<file path="config.mk">
export PLATFORM = sky130hd
export DESIGN_NAME = tetris_board_avl_writer
export DESIGN_NICKNAME = d
export VERILOG_FILES = /design/src/rtl/tetris_pkg.sv /design/src/rtl/cell_fifo.sv /design/src/rtl/tetris_board_avl_writer.sv
export SDC_FILE = /design/constraint.sdc
export NUM_CORES = 1
export LEC_CHECK = 0
export CAP_MARGIN = 40
export CORE_UTILIZATION = 55
export CTS_BUF_LIST = sky130_fd_sc_hd__clkbuf_4 sky130_fd_sc_hd__clkbuf_8
export DETAILED_ROUTE_END_ITERATION = 12
export PLACE_DENSITY = 0.76
export SETUP_SLACK_MARGIN = 0.15
export SYNTH_ARGS = -nofsm -noshare
export SYNTH_HDL_FRONTEND = slang
export SYNTH_SLANG_ARGS = --single-unit
</file>
<file path="constraint.sdc">
create_clock -name CLK -period 3.6 [get_ports CLK]
set_input_delay 0.72 -clock CLK [delete_from_list [all_inputs] [get_ports CLK]]
set_output_delay 0.72 -clock CLK [all_outputs]
set_load 0.03 [all_outputs]
</file>
<file path="src/rtl/tetris_pkg.sv">
// Shared board geometry, cell-update record and writer state encoding
// for the Tetris board VRAM writer.
package tetris_pkg;

  localparam int ROWS          = 20;
  localparam int COLS          = 10;
  localparam int WORDS_PER_ROW = 3;

  typedef struct packed {
    logic [4:0] row;
    logic [3:0] col;
    logic [7:0] color;
  } cell_req_t;

  typedef enum logic [1:0] {
    IDLE,
    WR,
    CLR,
    GAP
  } wr_state_t;

endpackage

</file>
<file path="src/rtl/cell_fifo.sv">
// Small synchronous FIFO holding pending cell updates; read data is the
// current head entry so the writer can pop and use it in the same cycle.
module cell_fifo #(
  parameter int DEPTH = 8,
  parameter int WIDTH = 17
) (
  input  logic             clk,
  input  logic             rst_n,
  input  logic             push,
  input  logic [WIDTH-1:0] din,
  input  logic             pop,
  output logic             full,
  output logic             empty,
  output logic [WIDTH-1:0] dout
);

  localparam int AW = $clog2(DEPTH);

  logic [WIDTH-1:0] mem [DEPTH];
  logic [AW-1:0]    wr_ptr_reg;
  logic [AW-1:0]    rd_ptr_reg;
  logic [AW:0]      count_reg;
  logic             do_push;
  logic             do_pop;

  assign do_push = push && !full;
  assign do_pop  = pop && !empty;
  assign full    = (count_reg == (AW+1)'(DEPTH));
  assign empty   = (count_reg == '0);
  assign dout    = mem[rd_ptr_reg];

  always_ff @(posedge clk) begin
    if (!rst_n) begin
      wr_ptr_reg <= '0;
      rd_ptr_reg <= '0;
      count_reg  <= '0;
    end else begin
      if (do_push) wr_ptr_reg <= wr_ptr_reg + AW'(1);
      if (do_pop)  rd_ptr_reg <= rd_ptr_reg + AW'(1);
      case ({do_push, do_pop})
        2'b10:   count_reg <= count_reg + (AW+1)'(1);
        2'b01:   count_reg <= count_reg - (AW+1)'(1);
        default: count_reg <= count_reg;
      endcase
    end
  end

  // Storage needs no reset: only entries covered by count_reg are ever read.
  always_ff @(posedge clk) begin
    if (do_push) mem[wr_ptr_reg] <= din;
  end

endmodule

</file>
<file path="src/rtl/tetris_board_avl_writer.sv">
// Turns queued per-cell board updates into single-byte Avalon-MM writes
// into board VRAM, and runs a full-board clear sweep on request.
module tetris_board_avl_writer #(
  parameter logic [11:0] BOARD_BASE    = 12'h000,
  parameter int          ROWS          = 20,
  parameter int          COLS          = 10,
  parameter int          WORDS_PER_ROW = 3,
  parameter int          DEPTH         = 8
) (
  input  logic        CLK,
  input  logic        RESET,
  input  logic        IN_VALID,
  output logic        IN_READY,
  input  logic [4:0]  IN_ROW,
  input  logic [3:0]  IN_COL,
  input  logic [7:0]  IN_COLOR,
  input  logic        CLR_REQ,
  output logic        BUSY,
  output logic        ERR_RANGE,
  output logic        AVL_CS,
  output logic        AVL_WRITE,
  output logic        AVL_READ,
  output logic [3:0]  AVL_BYTE_EN,
  output logic [11:0] AVL_ADDR,
  output logic [31:0] AVL_WRITEDATA,
  input  logic        AVL_WAITREQUEST
);
  import tetris_pkg::*;

  localparam int              SWEEP_WORDS = ROWS * WORDS_PER_ROW;
  localparam int              IW          = $clog2(SWEEP_WORDS);
  localparam logic [IW-1:0]   LAST_IDX    = IW'(SWEEP_WORDS - 1);

  wr_state_t     state_reg;
  logic          clr_pend_reg;
  logic          sweeping_reg;
  logic [IW-1:0] idx_reg;
  logic          err_reg;
  logic          cs_reg;
  logic          write_reg;
  logic [3:0]    be_reg;
  logic [11:0]   addr_reg;
  logic [31:0]   data_reg;

  cell_req_t     in_req;
  cell_req_t     head;
  logic          in_range;
  logic          fifo_push;
  logic          fifo_pop;
  logic          fifo_full;
  logic          fifo_empty;
  logic          dispatch;
  logic [IW-1:0] idx_next;
  logic [11:0]   cell_addr;
  logic [3:0]    cell_be;

  assign in_req    = {IN_ROW, IN_COL, IN_COLOR};
  assign in_range  = (int'(IN_ROW) < ROWS) && (int'(IN_COL) < COLS);
  assign IN_READY  = RESET && !fifo_full;
  assign fifo_push = IN_VALID && IN_READY && in_range;

  // GAP also takes the next dispatch decision once a sweep is not in
  // progress, so back-to-back writes are separated by a single idle cycle.
  assign dispatch = (state_reg == IDLE) || (state_reg == GAP && !sweeping_reg);
  assign fifo_pop = dispatch && !clr_pend_reg && !fifo_empty;

  assign cell_addr = BOARD_BASE + 12'(head.row * WORDS_PER_ROW) + 12'(head.col[3:2]);
  assign cell_be   = 4'b0001 << head.col[1:0];
  assign idx_next  = idx_reg + IW'(1);

  cell_fifo #(
    .DEPTH (DEPTH),
    .WIDTH ($bits(cell_req_t))
  ) u_fifo (
    .clk   (CLK),
    .rst_n (RESET),
    .push  (fifo_push),
    .din   (in_req),
    .pop   (fifo_pop),
    .full  (fifo_full),
    .empty (fifo_empty),
    .dout  (head)
  );

  always_ff @(posedge CLK) begin
    if (!RESET) begin
      state_reg    <= IDLE;
      clr_pend_reg <= 1'b0;
      sweeping_reg <= 1'b0;
      idx_reg      <= '0;
      err_reg      <= 1'b0;
      cs_reg       <= 1'b0;
      write_reg    <= 1'b0;
      be_reg       <= '0;
      addr_reg     <= '0;
      data_reg     <= '0;
    end else begin
      if (IN_VALID && IN_READY && !in_range) err_reg <= 1'b1;
      if (dispatch && clr_pend_reg) clr_pend_reg <= 1'b0;
      // A request in the same cycle the pending one is taken re-arms it.
      if (CLR_REQ) clr_pend_reg <= 1'b1;

      case (state_reg)
        WR: begin
          if (!AVL_WAITREQUEST) begin
            state_reg <= GAP;
            cs_reg    <= 1'b0;
            write_reg <= 1'b0;
          end
        end
        CLR: begin
          if (!AVL_WAITREQUEST) begin
            state_reg <= GAP;
            cs_reg    <= 1'b0;
            write_reg <= 1'b0;
            if (idx_reg == LAST_IDX) sweeping_reg <= 1'b0;
          end
        end
        default: begin
          if (state_reg == GAP && sweeping_reg) begin
            state_reg <= CLR;
            idx_reg   <= idx_next;
            addr_reg  <= BOARD_BASE + 12'(idx_next);
            cs_reg    <= 1'b1;
            write_reg <= 1'b1;
          end else if (clr_pend_reg) begin
            state_reg    <= CLR;
            sweeping_reg <= 1'b1;
            idx_reg      <= '0;
            addr_reg     <= BOARD_BASE;
            be_reg       <= 4'b1111;
            data_reg     <= '0;
            cs_reg       <= 1'b1;
            write_reg    <= 1'b1;
          end else if (!fifo_empty) begin
            state_reg <= WR;
            addr_reg  <= cell_addr;
            be_reg    <= cell_be;
            data_reg  <= {4{head.color}};
            cs_reg    <= 1'b1;
            write_reg <= 1'b1;
          end else begin
            state_reg <= IDLE;
          end
        end
      endcase
    end
  end

  assign BUSY          = !fifo_empty || clr_pend_reg || (state_reg != IDLE);
  assign ERR_RANGE     = err_reg;
  assign AVL_CS        = cs_reg;
  assign AVL_WRITE     = write_reg;
  assign AVL_READ      = 1'b0;
  assign AVL_BYTE_EN   = be_reg;
  assign AVL_ADDR      = addr_reg;
  assign AVL_WRITEDATA = data_reg;

endmodule

</file>
Word level (Yosys, flattened, before mapping)
Memories as Yosys holds them, arrays and structs flattened. A register that Yosys moved wholly into a read port is not among the register bits.
Index checks and enable logic that the tools add are counted.
{"block": "totals", "mem_bits_rw": 136, "romBits": 0, "output_inout_bits": 54, "latch_bits": 0, "in_bits": 22, "memories": 1, "register_bits": 70}
{"block": "classes", "div": 0, "n_bitwise": 3, "mul": 1, "eq_ne": 14, "add_sub_neg": 6, "n_reduce_logical": 33, "muxes": 31, "shift": 1, "magnitude_cmp": 2}
{"name": "u_fifo.mem", "depth": 8, "width": 17, "read_ports": 1, "rd_ports_with_merged_regs": 1, "wr": 1, "line": "cell_fifo.sv:19", "rtl": "logic [WIDTH-1:0] mem [DEPTH];"}
{"operator": "$mux 32", "n": 2}
{"operator": "$mux 12", "n": 3}
{"operator": "$mux 1", "n": 14}
{"operator": "$logic_and 1x1->1", "n": 12}
{"operator": "$mux 6", "n": 2}
{"operator": "$reduce_bool 2->1", "n": 5}
{"operator": "$add 7x2->8", "n": 1}
{"operator": "$mux 2", "n": 4}
{"operator": "$mux 4", "n": 2}
{"operator": "$ne 2x2->1 const B", "n": 4}
{"operator": "$pmux 4 s2", "n": 1}
{"operator": "$mul 5x2->7 const B", "n": 1}
{"operator": "$add 3x1->3 const B", "n": 2}
{"operator": "$add 6x1->6 const B", "n": 1}
{"operator": "$eq 2x2->1 const B", "n": 3}
{"operator": "$eq 6x6->1 const B", "n": 1}
{"operator": "$mux 3", "n": 2}
{"operator": "$reduce_and 2->1", "n": 3}
{"operator": "$logic_not 1->1", "n": 5}
{"operator": "$lt 5x5->1 const B", "n": 1}
{"operator": "$reduce_and 5->1", "n": 1}
{"operator": "$add 4x1->4 const B", "n": 1}
{"operator": "$eq 2x1->1 const B", "n": 2}
{"operator": "$eq 4x4->1 const B", "n": 1}
{"operator": "other kinds (13)", "n": 17}

Logic depth before layout (Yosys ltp)
Gate-level depths: netlist of the first run.
{"block": "logic_depth", "ltp_word": 8, "ltp_mapped": 13, "mapped_depth_nobuf": 11}

Modules after synthesis
Synthesis of the first run repeated with hierarchy kept, for this count alone.
{"block": "hier_totals", "hier_cells": 505, "hier_area_um2": 7679.9}
{"mod": "cell_fifo", "cells_per_inst": 271, "n_inst": 1, "area_per_inst_um2": 5788.1}
{"mod": "tetris_board_avl_writer", "cells_per_inst": 234, "n_inst": 1, "area_per_inst_um2": 1891.8}

Worst setup path before layout of the first run
Ideal clock, no wire load.
{"block": "synth_path", "path_kind": "register to register", "from": "register (tool-made name)", "to": "register addr_reg[5], in the netlist AVL_ADDR[5]", "setup_time_ns": 0.126, "synth_period_minus_slack_ns": 3.308, "path_slack_ns": 0.292, "stages_incl_launch_ff": 14, "path_buffers": 2, "arrival_time_ns": 3.182, "path_cell_list": "dfxtp_1 -> buf_2 -> buf_4 -> mux4_2 -> mux2_2 -> fa_1 -> ha_1 -> inv_1 -> fa_1 -> nor2b_1 -> o21ai_0 -> and3_1 -> o21ai_0 -> a31oi_1"}
{"element": "end signal, assigned", "line": "tetris_board_avl_writer.sv:123", "rtl": "addr_reg <= BOARD_BASE + 12'(idx_next);"}
{"element": "end signal, assigned", "line": "tetris_board_avl_writer.sv:137", "rtl": "addr_reg <= cell_addr;"}
{"element": "end, declared", "line": "tetris_board_avl_writer.sv:42", "rtl": "logic [11:0] addr_reg;"}

==> run summary, run 1 <==
Input and output buffers added on the ports amount to 69. The endpoint arrival time on the critical path came out at 3570 ps. The synthesized flop and latch total came out at 180. Clock tree synthesis selected as its root buffer the cell clkbuf_8. The flip-flop count of the largest register, all copies and words added came out at 136. By startpoint and endpoint, the worst setup path is classified as flop to flop. The remaining max-slew budget at the tightest pin is 53.9%. The synthesized area per cell is 16.0 um^2. The first-pass GRT wire length is 22600 um.

In the post-synthesis netlist, the biggest area contributors are edfxtp_1, dfxtp_1, mux4_2, buf_4, ha_1. The hold violation total from the final report is 0. The vertical extent of the die came out at 120 um. The minimum setup slack in the final design came out at 339 ps.

Derived from the worst setup path, the maximum achievable clock frequency is 0.307 GHz. The area overhead of the layout relative to synthesis came out at 16.2%. For this run the aggregate overflow at the end of global routing stands at 0. Synthesis instantiated 54 different standard cells from the library. The number of clock buffers added by TritonCTS is 17. STA classifies the critical path startpoint as a flop. The worst-case vdd ir drop came out at 0.000313 V. After detailed routing, the number of remaining DRC violations is 0.

Dividing the final minimum period by the clock period gives 90.6%. The synthesized design spends more area on one cell type than any other, namely edfxtp_1. The floorplan die area is 0.0143 mm^2. Clock skew on the completed layout was measured at 8.93 ps. Global routing consumed, over all layers together, 21.6% of the routing resources.

The required time reported for the critical path endpoint is 3910 ps. After the last flow step, the layout net total stands at 586. The static leakage is 2.97 nW. The sequential share of the synthesized area came out at 65.2%. The initial core utilization came out at 56.9%. The largest net degree at the start of global routing came out at 37. The cell count after synthesis came out at 477. The TritonCTS sink count came out at 180. The element type at the critical path end is a flop. The number of max-slew violations in the final report came out at 0. The half-perimeter wire length after placement came out at 9020 um. The average routed wire per standard cell came out at 19.3 um.

The number of violations reported at the end of detailed-routing iteration 0 came out at 350. The number of fill cells in the layout came out at 938. The number of non-filler instances in the completed layout is 731. The most used flip-flop cell after synthesis is edfxtp_1. The weighted congestion at the end of routability-driven global placement is 0.814.

Setup repair after global routing left no endpoint under its margin. TritonCTS built the clock tree. The worst setup slack for register-to-register paths is 340 ps. The startpoint of the lowest-slack hold path is ERR_RANGE.

For the pin with the worst max-slew slack, the measured transition is 689 ps. u_fifo.mem holds more flip-flops than any other register. The signal on the critical path passes through mux4_2 -> mux2_2 -> fa_1 -> ha_1 -> inv_1 -> fa_1 -> nor2b_2 -> o21ai_0 -> and3_1 -> o21ai_0 -> a31oi_1.

The floorplan step set the die width to 120 um. The total via count after detailed routing came out at 4094. The core region is 0.0134 mm^2.

The post-placement cell count came out at 698. The detailed-route wire length is 14100 um. The proportion of layout cells with a drive suffix above 1 came out at 20.2%. The number of antenna diodes came out at 0. Yosys instantiated no cell more often than edfxtp_1. The areal power density over the cells came out at 639 mW/mm^2. The overall power came out at 5.66 mW. The I/O pin count is 76. In the final layout, flip-flops and latches occupy 0.00497 mm^2.

The share of Yosys cell area claimed by the top area cell type came out at 53.6%. The placement-stage worst setup slack is 95.1 ps. The critical path's largest stage delay is 540 ps. The commonest cells after synthesis are edfxtp_1, dfxtp_1, mux4_2. After detailed routing, the number of vias per cell comes to 5.60. The number of warnings issued by yosys is 0. The clock transition time at the flip-flop clock pins of the worst setup and hold paths is 90 ps.

The first-pass detailed-route iteration total came out at 4. The critical path's slowest cell is fa_1. For the final routed database, the setup TNS stands at 0 ps. The shortest period the worst path allows is 3260 ps. Max-cap violations in this run came to 0.

The proportion of register bits with asynchronous set or reset after synthesis is 0%. The number of buffers on the longest clock path is 2. The final worst hold slack came out at 478 ps.

The count of endpoints failing setup in the final report came out at 0. The initial antenna violation count came to 0. In this run the core area contains 42 standard-cell rows. The number of enable flip-flop cells after synthesis is 136.

The maximum fanout along the worst path came out at 8. At the later pin of the worst-skew pair, clock insertion delay measures 450 ps. In this run the cell area of the synthesized design comes to 0.00762 mm^2. The number of global-route vias before repair came out at 4133. The antenna violation net count after detailed routing is 0. In this run the worst hold path is classified as flop to flop.

In this run the number of H-tree levels came out at 4. In the final layout, the multi-input gates occupy 0.00232 mm^2. The flow ran to the end, and the final reports show no timing, DRC or antenna violations.
-- area by class of cell --
| type | instances | area share [%] |
|---|---|---|
| Sequential cell | 180 | 56.1 |
| Multi-Input combinational cell | 236 | 26.2 |
| Timing Repair Buffer | 91 | 10.5 |
| Clock buffer | 22 | 3.21 |
| Tap cell | 176 | 2.49 |
| Clock inverter | 10 | 0.848 |
| Inverter | 16 | 0.678 |
-- report_power, final --
part / leakage, nW / switching (mW) / internal (mW) / total (mW)
Clock: 0.188 / 0.698 / 0.543 / 1.24
Sequential: 1.58 / 0.129 / 2.37 / 2.50
Combinational: 1.20 / 1.06 / 0.863 / 1.92
-- worst paths after layout --
kind / endpoint / depth (start not counted)
worst min-delay path: ERR_RANGE / 1
worst min register to register: ERR_RANGE / 1
worst max-delay path: AVL_ADDR[5] / 11
worst max register to register: AVL_ADDR[5] / 11
-- routing by layer --
layer	GRT usage [%]	share of wire, %
met3	3.99	6.3
met1	29.2	42
met2	35.1	49
met4	8.05	1.8
met5	0	0
-- cell families (layout without fill, tap and decap cells) --
kind of cell | after synthesis | after routing | synth area share, %
other | 1 | 6 | 0.0492
adder cells (fa/ha/maj) | 22 | 22 | 3.91
AO/OA/AOI/OAI | 65 | 65 | 5.83
flip-flops | 180 | 180 | 65.2
buffers and inverters | 66 | 139 | 5.11
multiplexers | 53 | 53 | 13.0
AND/OR/NAND/NOR | 80 | 80 | 5.83
XOR/XNOR | 10 | 10 | 1.15
-- layout by cell type, fill, tap and decap left out, types with 4 or more instances in the layout --
| cell | instances |
|---|---|
| a21oi_1 | 13 |
| nand3_1 | 5 |
| clkdlybuf4s50_1 | 69 |
| conb_1 | 6 |
| xor2_1 | 6 |
| and2_1 | 7 |
| o2bb2ai_1 | 8 |
| a21boi_0 | 5 |
| nor2_1 | 11 |
| mux2i_1 | 11 |
| ha_1 | 19 |
| o21ai_1 | 6 |
| o21ai_0 | 12 |
| clkbuf_8 | 19 |
| nor2b_1 | 9 |
| buf_12 | 6 |
| buf_4 | 16 |
| xnor2_1 | 4 |
| edfxtp_1 | 136 |
| inv_1 | 15 |
| or3_1 | 4 |
| nor3b_2 | 4 |
| mux4_2 | 34 |
| mux2_2 | 6 |
| dfxtp_1 | 42 |
| nand2_1 | 23 |
-- worst max-delay path: cells and delay by family (launching register included) --
family	cells	cell delay [ps]
muxes	2	820
AOI/OAI and AO/OA	3	360
DFF	1	430
buffers and inverters	1	60
and+or+nand+nor	2	340
adders and majority gates	3	1100
-- per-stage QoR --
step	area [um^2]	utilization [%]
finish	8860	66.1
floorplan	7640	-
detailed placement	8480	63.3
global route	8860	66.1
global placement	8480	63.3
CTS	8840	66.0
-- what timing repair did --
| item | in CTS | in global routing |
|---|---|---|
| setup endpoints to repair | 0 | 1 |
| hold buffers | 0 | 0 |
| resized for setup | 0 | 3 |
| setup buffers | 0 | 1 |
| endpoints found under the hold margin | 0 | 0 |
Power figures use the tool's default switching activity.
==> inputs of run 2 (changes only) <==
Settings changed: CORE_MARGIN set to 2.
==> run 2 against run 1 <==
Critical path type unchanged. Flip-flop and latch count stayed put. Core utilization down 0.90 points. Via count up 1.2%. Largest power group unchanged. Worst hold slack improved by 26 ps. Final cell count up 1.5%. Critical endpoint unchanged. Non-clock buffer count rose by 7. Routed wire length grew 4.0%. Clock skew increased by 1.1 ps. Combinational power about the same.
==> run summary, run 2 (synthesis results as in run 1) <==
For this run, design rule violations remaining after detail routing come to 0. The final layout contains 593 nets. The number of max-slew violations in the final report is 0. The clock tree root buffer cell is clkbuf_8. The share of total power in sequential cells came out at 42.0%. The shortest period the worst path allows came out at 3280 ps.

In the routed layout, each cell is associated on average with a via count of 5.58. Traced cell by cell, the critical path runs through mux4_2 -> mux2_2 -> fa_1 -> ha_1 -> inv_1 -> fa_1 -> nor2b_1 -> o21ai_0 -> and3_1 -> o21ai_0 -> a31oi_1. The total buffers and inverters traversed by the critical path is 1. The floorplan step set the die height to 122 um. The floorplan die area is 0.0148 mm^2. The antenna violation net count after detailed routing came out at 0.

Across the routed clock network, the largest skew measured is 10.1 ps. The tightest min-delay check is of the flop to flop type. The number of buffers on the longest clock path is 2. The I/O pin count came out at 76. Of all nets on the critical path, the largest fanout is 7. The net switching component of the power came out at 1.87 mW. The area overhead of the layout relative to synthesis is 17.4%. The kind of cell with the highest combined delay on the critical path is adder cells. The hold violation total from the final report came out at 0. The element type at the critical path end is a flop. The average routed wire per standard cell is 19.7 um. The number of antenna diodes came out at 0. Data on the critical path arrives at its endpoint at 3600 ps. The detailed-route wire length is 14600 um. The total via count after detailed routing came out at 4143. The initial antenna violation count came out at 0. The critical path is of the flop to flop type.

The summed area of non-filler cells in the final layout came out at 0.00894 mm^2. The weighted congestion at the end of routability-driven global placement is 0.782. Global routing used 20.6% of the available tracks. Across the run, the number of max-cap violations was 0. Buffers placed on the I/O ports in this run total 69.

The count of endpoints failing setup in the final report came out at 0. The detailed router finished its first iteration with 380 violations. The period utilization came out at 91.2%. The setup TNS came out at 0 ps. The leftover overflow at the end of global routing came out at 0. Counting flops per register, the top entry is u_fifo.mem. The tightest hold path in the finished design has a slack of 503 ps. The number of global-route vias before repair is 4140. The half-perimeter wire length after placement is 9710 um.

The transition time at the pin with the least slew margin is 628 ps. The critical path's slowest cell is fa_1. The top cell types in the final layout, fill and taps aside, are edfxtp_1, clkdlybuf4s50_1, dfxtp_1, mux4_2, buf_4.

The proportion of layout cells with a drive suffix above 1 is 20.5%. The areal power density over the cells is 665 mW/mm^2. The internal power is 4.08 mW. After detailed placement, the total cell area comes to 0.00849 mm^2. The clock network fraction of total power came out at 25.7%. The clock transition time at the flip-flop clock pins of the worst setup and hold paths came out at 90 ps.

The largest net degree at the start of global routing came out at 38. After floorplanning, the core was divided into 43 placement rows. The startpoint type of the worst setup path is a flop. The remaining max-slew budget at the tightest pin is 58.0%. The clock latency at the later pin of the worst-skew pair came out at 450 ps. The total clock buffers created by CTS is 17. The first global-routing pass estimated 22200 um of wire. The switching fraction of total power is 31.4%. The flip-flop count of the largest register, all copies and words added came out at 136.

The width of the die is 122 um. For this configuration, the core starts out at a cell density of 55.5%. The static leakage is 3.04 nW. The worst-case vdd ir drop came out at 0.000284 V. The run finished with clean final reports. The post-CTS setup repair buffer count came out at 0. For this run, the slowest stage of the critical path takes 550 ps.

Derived from the worst setup path, the maximum achievable clock frequency is 0.305 GHz. Setup repair after global routing left no endpoint under its margin. The library cell used most frequently in the layout, excluding fill and tap cells, is edfxtp_1. The total area inside the core boundary comes to 0.0137 mm^2. The share of total power in combinational logic came out at 32.3%. Before antenna repair, the detailed router went through 4 iterations. TritonCTS built the clock tree. The tree built by TritonCTS fans out to 180 sinks. The required time reported for the critical path endpoint came out at 3920 ps. The CTS H-tree depth came out at 4.
==> run 2: cell count changes in the layout (fill, tap and decap cells not counted), sizes merged <==
cell and change:
inv -3, clkbuf -2, bufinv +5, buf +7
==> run 2: through the flow <==
step                      worst slack (ps)  total power, mW  util, %  std cells
after global placement                 259             4.41     61.8        709
final                                  317             5.95     65.2        742
after CTS                              228             5.98     65.2        742
after floorplan                        292             3.94        -        482
after global routing                   151             6.22     65.2        742
after detailed placement               167             4.47     61.9        710
==> run 2: repair_timing <==
item	in CTS	in global routing
hold endpoints to repair	0	0
resized for setup	0	2
setup endpoints to repair	0	1
hold buffers	0	0
==> run 2: area by class of cell <==
cell class	instances	area, um^2
multi-input cells	236	2310
well taps	180	225
clock buffers	20	269
fillers	954	4770
clock inverters	12	183
flip-flops and latches	180	4970
repair buffers	98	925
inverters	16	60.1
==> run 2: worst paths after layout <==
kind         cells past startpoint           to  slack (ps)        start
max                             11  AVL_ADDR[5]         320         flop
max reg2reg                     11  AVL_ADDR[5]         320         flop
min reg2reg                      1  AVL_ADDR[1]         500  AVL_ADDR[1]
min                              1  AVL_ADDR[1]         500  AVL_ADDR[1]
==> run 2: per-layer routing <==
layer	part of all wire [%]	GRT usage, %
met5	0	0
met3	3.4	3.98
met2	51	34.0
met4	1.5	7.76
met1	44	27.6
==> run 2: power by group through the flow <==
stage / Clock [mW] / Sequential, mW / Combinational, mW
after floorplan: 0 / 2.67 / 1.27
after global placement: 0 / 2.53 / 1.87
after detailed placement: 0 / 2.54 / 1.92
after CTS: 1.55 / 2.50 / 1.94
after global routing: 1.62 / 2.52 / 2.08
final: 1.53 / 2.50 / 1.92
==> inputs of run 3 (changes only) <==
Settings changed: CORE_ASPECT_RATIO set to 0.6, CORE_MARGIN 2 to 1.
==> run 3 against run 2 <==
Clock power fell by 20%. First-iteration DRC count fell by 25%. Total power fell by 4.4%. Worst hold slack got worse by 28 ps. Highest routed layer unchanged.
==> run summary, run 3 (synthesis results as in run 1) <==
The largest register by flop count is u_fifo.mem. The leftover overflow at the end of global routing came out at 0. The clock transition time at the flip-flop clock pins of the worst setup and hold paths came out at 90 ps. The internal power came out at 3.79 mW.

The I/O pin count came out at 76. For hold timing, the worst endpoint is ERR_RANGE. Along the worst path, the maximum fanout reaches 8. The count of endpoints failing setup in the final report came out at 0.

The first-pass detailed-route iteration total came out at 5. The clock tree from TritonCTS is yes. In this run the number of H-tree levels came out at 4. Once routing completed, OpenROAD measured the worst setup slack at 314 ps. Setup repair after global routing left no endpoint under its margin.

The maximum achievable frequency is 0.304 GHz. The clock network accounts for 21.6% of the total power. Leaving out fill and tap cells, the most frequent cell in the layout is edfxtp_1. The detailed-route wire length is 14900 um. At the pin with the least slew margin, the transition time is 769 ps.

The net switching component of the power is 1.90 mW. Net switching is 33.5% of the power. The endpoint arrival time on the critical path is 3580 ps.

The area overhead of the layout relative to synthesis came out at 16.4%. Once detailed placement completed, the half-perimeter wirelength came to 10400 um. The width of the die is 154 um. The worst setup path is captured at a flop.

The share of total power in combinational logic came out at 34.4%. The setup TNS is 0 ps. The proportion of layout cells with a drive suffix above 1 came out at 21.2%. For this configuration, the core starts out at a cell density of 57.8%. Dividing total power by cell area gives a power density of 641 mW/mm^2. The number of antenna diodes came out at 0. STA puts the critical path data required time at 3890 ps.

The detail route stage leaves a number of antenna-violating nets equal to 0. The number of buffers inserted for hold repair after clock tree synthesis came out at 0. The placeable core area is 0.0132 mm^2. The number of buffers on the longest clock path came out at 2. The clock latency at the later pin of the worst-skew pair is 430 ps. The worst reg-to-reg path cell count is 11. Timing analysis after detailed placement gives a worst setup slack of 40.0 ps.

The TritonCTS sink count came out at 180. In this run the critical register-to-register path is captured at AVL_ADDR[5]. The clock skew after layout is 15.2 ps. Using the TritonRoute via totals, the vias-per-cell ratio works out to 5.66. In the layout the commonest cells are edfxtp_1, clkdlybuf4s50_1, dfxtp_1, mux4_2, buf_4. At the end of routability-driven placement, the weighted congestion stood at 0.865. Global routing used 22.9% of the available tracks.

The average routed wire per standard cell came out at 20.3 um. The number of violations reported at the end of detailed-routing iteration 0 came out at 285. The net count of the finished layout is 596. STA classifies the critical path startpoint as a flop.

Along the worst hold path, the cell count comes to 1. The share of total power in sequential cells is 44.1%. The port buffer count came out at 69.

The worst pin sits at a relative slew slack of 48.6%. The number of max-slew violations in the final report is 0. In the finished design, the share of the clock period the worst path needs comes to 91.3%. Counting I/O delays and the setup requirement, the final critical path takes 3290 ps. From bottom edge to top edge, the die measures 93.2 um. The initialized floorplan defines 32 standard-cell rows. The final route contains 4163 vias. The category of the critical setup timing path is flop to flop. The floorplan step defined a die boundary enclosing 0.0143 mm^2.

The worst setup slack for register-to-register paths is 310 ps. The first-pass GRT wire length is 23900 um. The number of global-route vias before repair was 4260. The min-delay analysis places its worst path in the category flop to flop. The final routed DRC violation total came out at 0. The cell sitting at the root of the clock tree is a clkbuf_8.

The largest net degree at the start of global routing is 37. The total clock buffers created by CTS came out at 17. The worst-case vdd ir drop is 0.000245 V. The initial antenna violation count was 0. The number of maximum-capacitance violations came out at 0. The static leakage is 3.00 nW. The run finished with clean final reports. The flip-flop count of the largest register, all copies and words added is 136. In this run the most critical hold path is launched from ERR_RANGE. The hold violation total from the final report is 0.
[run 3: worst max-delay path, cell delays in order (launching register included)]
cell     delay [ps]
dfxtp_4         440
mux4_2          500
mux2_2          320
fa_1            560
ha_1            180
inv_1            60
fa_1            400
nor2b_1         150
o21ai_0         130
and3_1          210
o21ai_1         110
a31oi_1          80
[run 3: metal layers]
layer	global-route usage, %	vias up	share of wire (%)
met3	5.00	11	4.1
met4	6.08	0	1.1
met5	0	-	0
met2	35.5	107	46
li1	-	1932	-
met1	33.2	2113	49
[run 3: final cells by class]
type	instances	area, um^2
inverters	16	60.1
well taps	170	213
flip-flops and latches	180	4970
multi-input cells	236	2310
clock inverters	8	53.8
repair buffers	101	960
fillers	868	4300
clock buffers	24	299
[run 3: through the flow]
stage          area (um^2)  utilization (%)  hold WS [ps]  total power, mW  std cells
2_1_floorplan         7640                -           446             3.94        482
3_3_place_gp          8500             64.5           461             4.44        702
3_5_place_dp          8500             64.5           461             4.49        702
4_1_cts               8860             67.2           481             5.70        734
5_1_grt               8870             67.3           505             5.96        735
6_report              8870             67.3           475             5.69        735
[run 3: worst max-delay path by stage]
stage                     startpoint             endpoint  slack (ps)
after CTS                       flop          AVL_ADDR[5]         170
after detailed placement   IN_ROW[2]  u_fifo.count_reg[3]          40
after global placement     IN_ROW[2]  u_fifo.count_reg[3]         130
after floorplan                 flop          AVL_ADDR[5]         290
after global routing            flop          AVL_ADDR[5]         170
final                           flop          AVL_ADDR[5]         310
[run 3: timing repair]
item,in CTS,in global routing
resized for setup,1,3
hold endpoints to repair,0,0
setup buffers,0,1
setup endpoints to repair,1,2
[run 3: power by group through the flow]
stage	logic, mW	registers (mW)	clock network, mW
floorplan	1.27	2.67	0
global placement	1.90	2.54	0
detailed placement	1.94	2.55	0
CTS	1.95	2.50	1.24
global route	2.10	2.53	1.33
finish	1.96	2.51	1.23
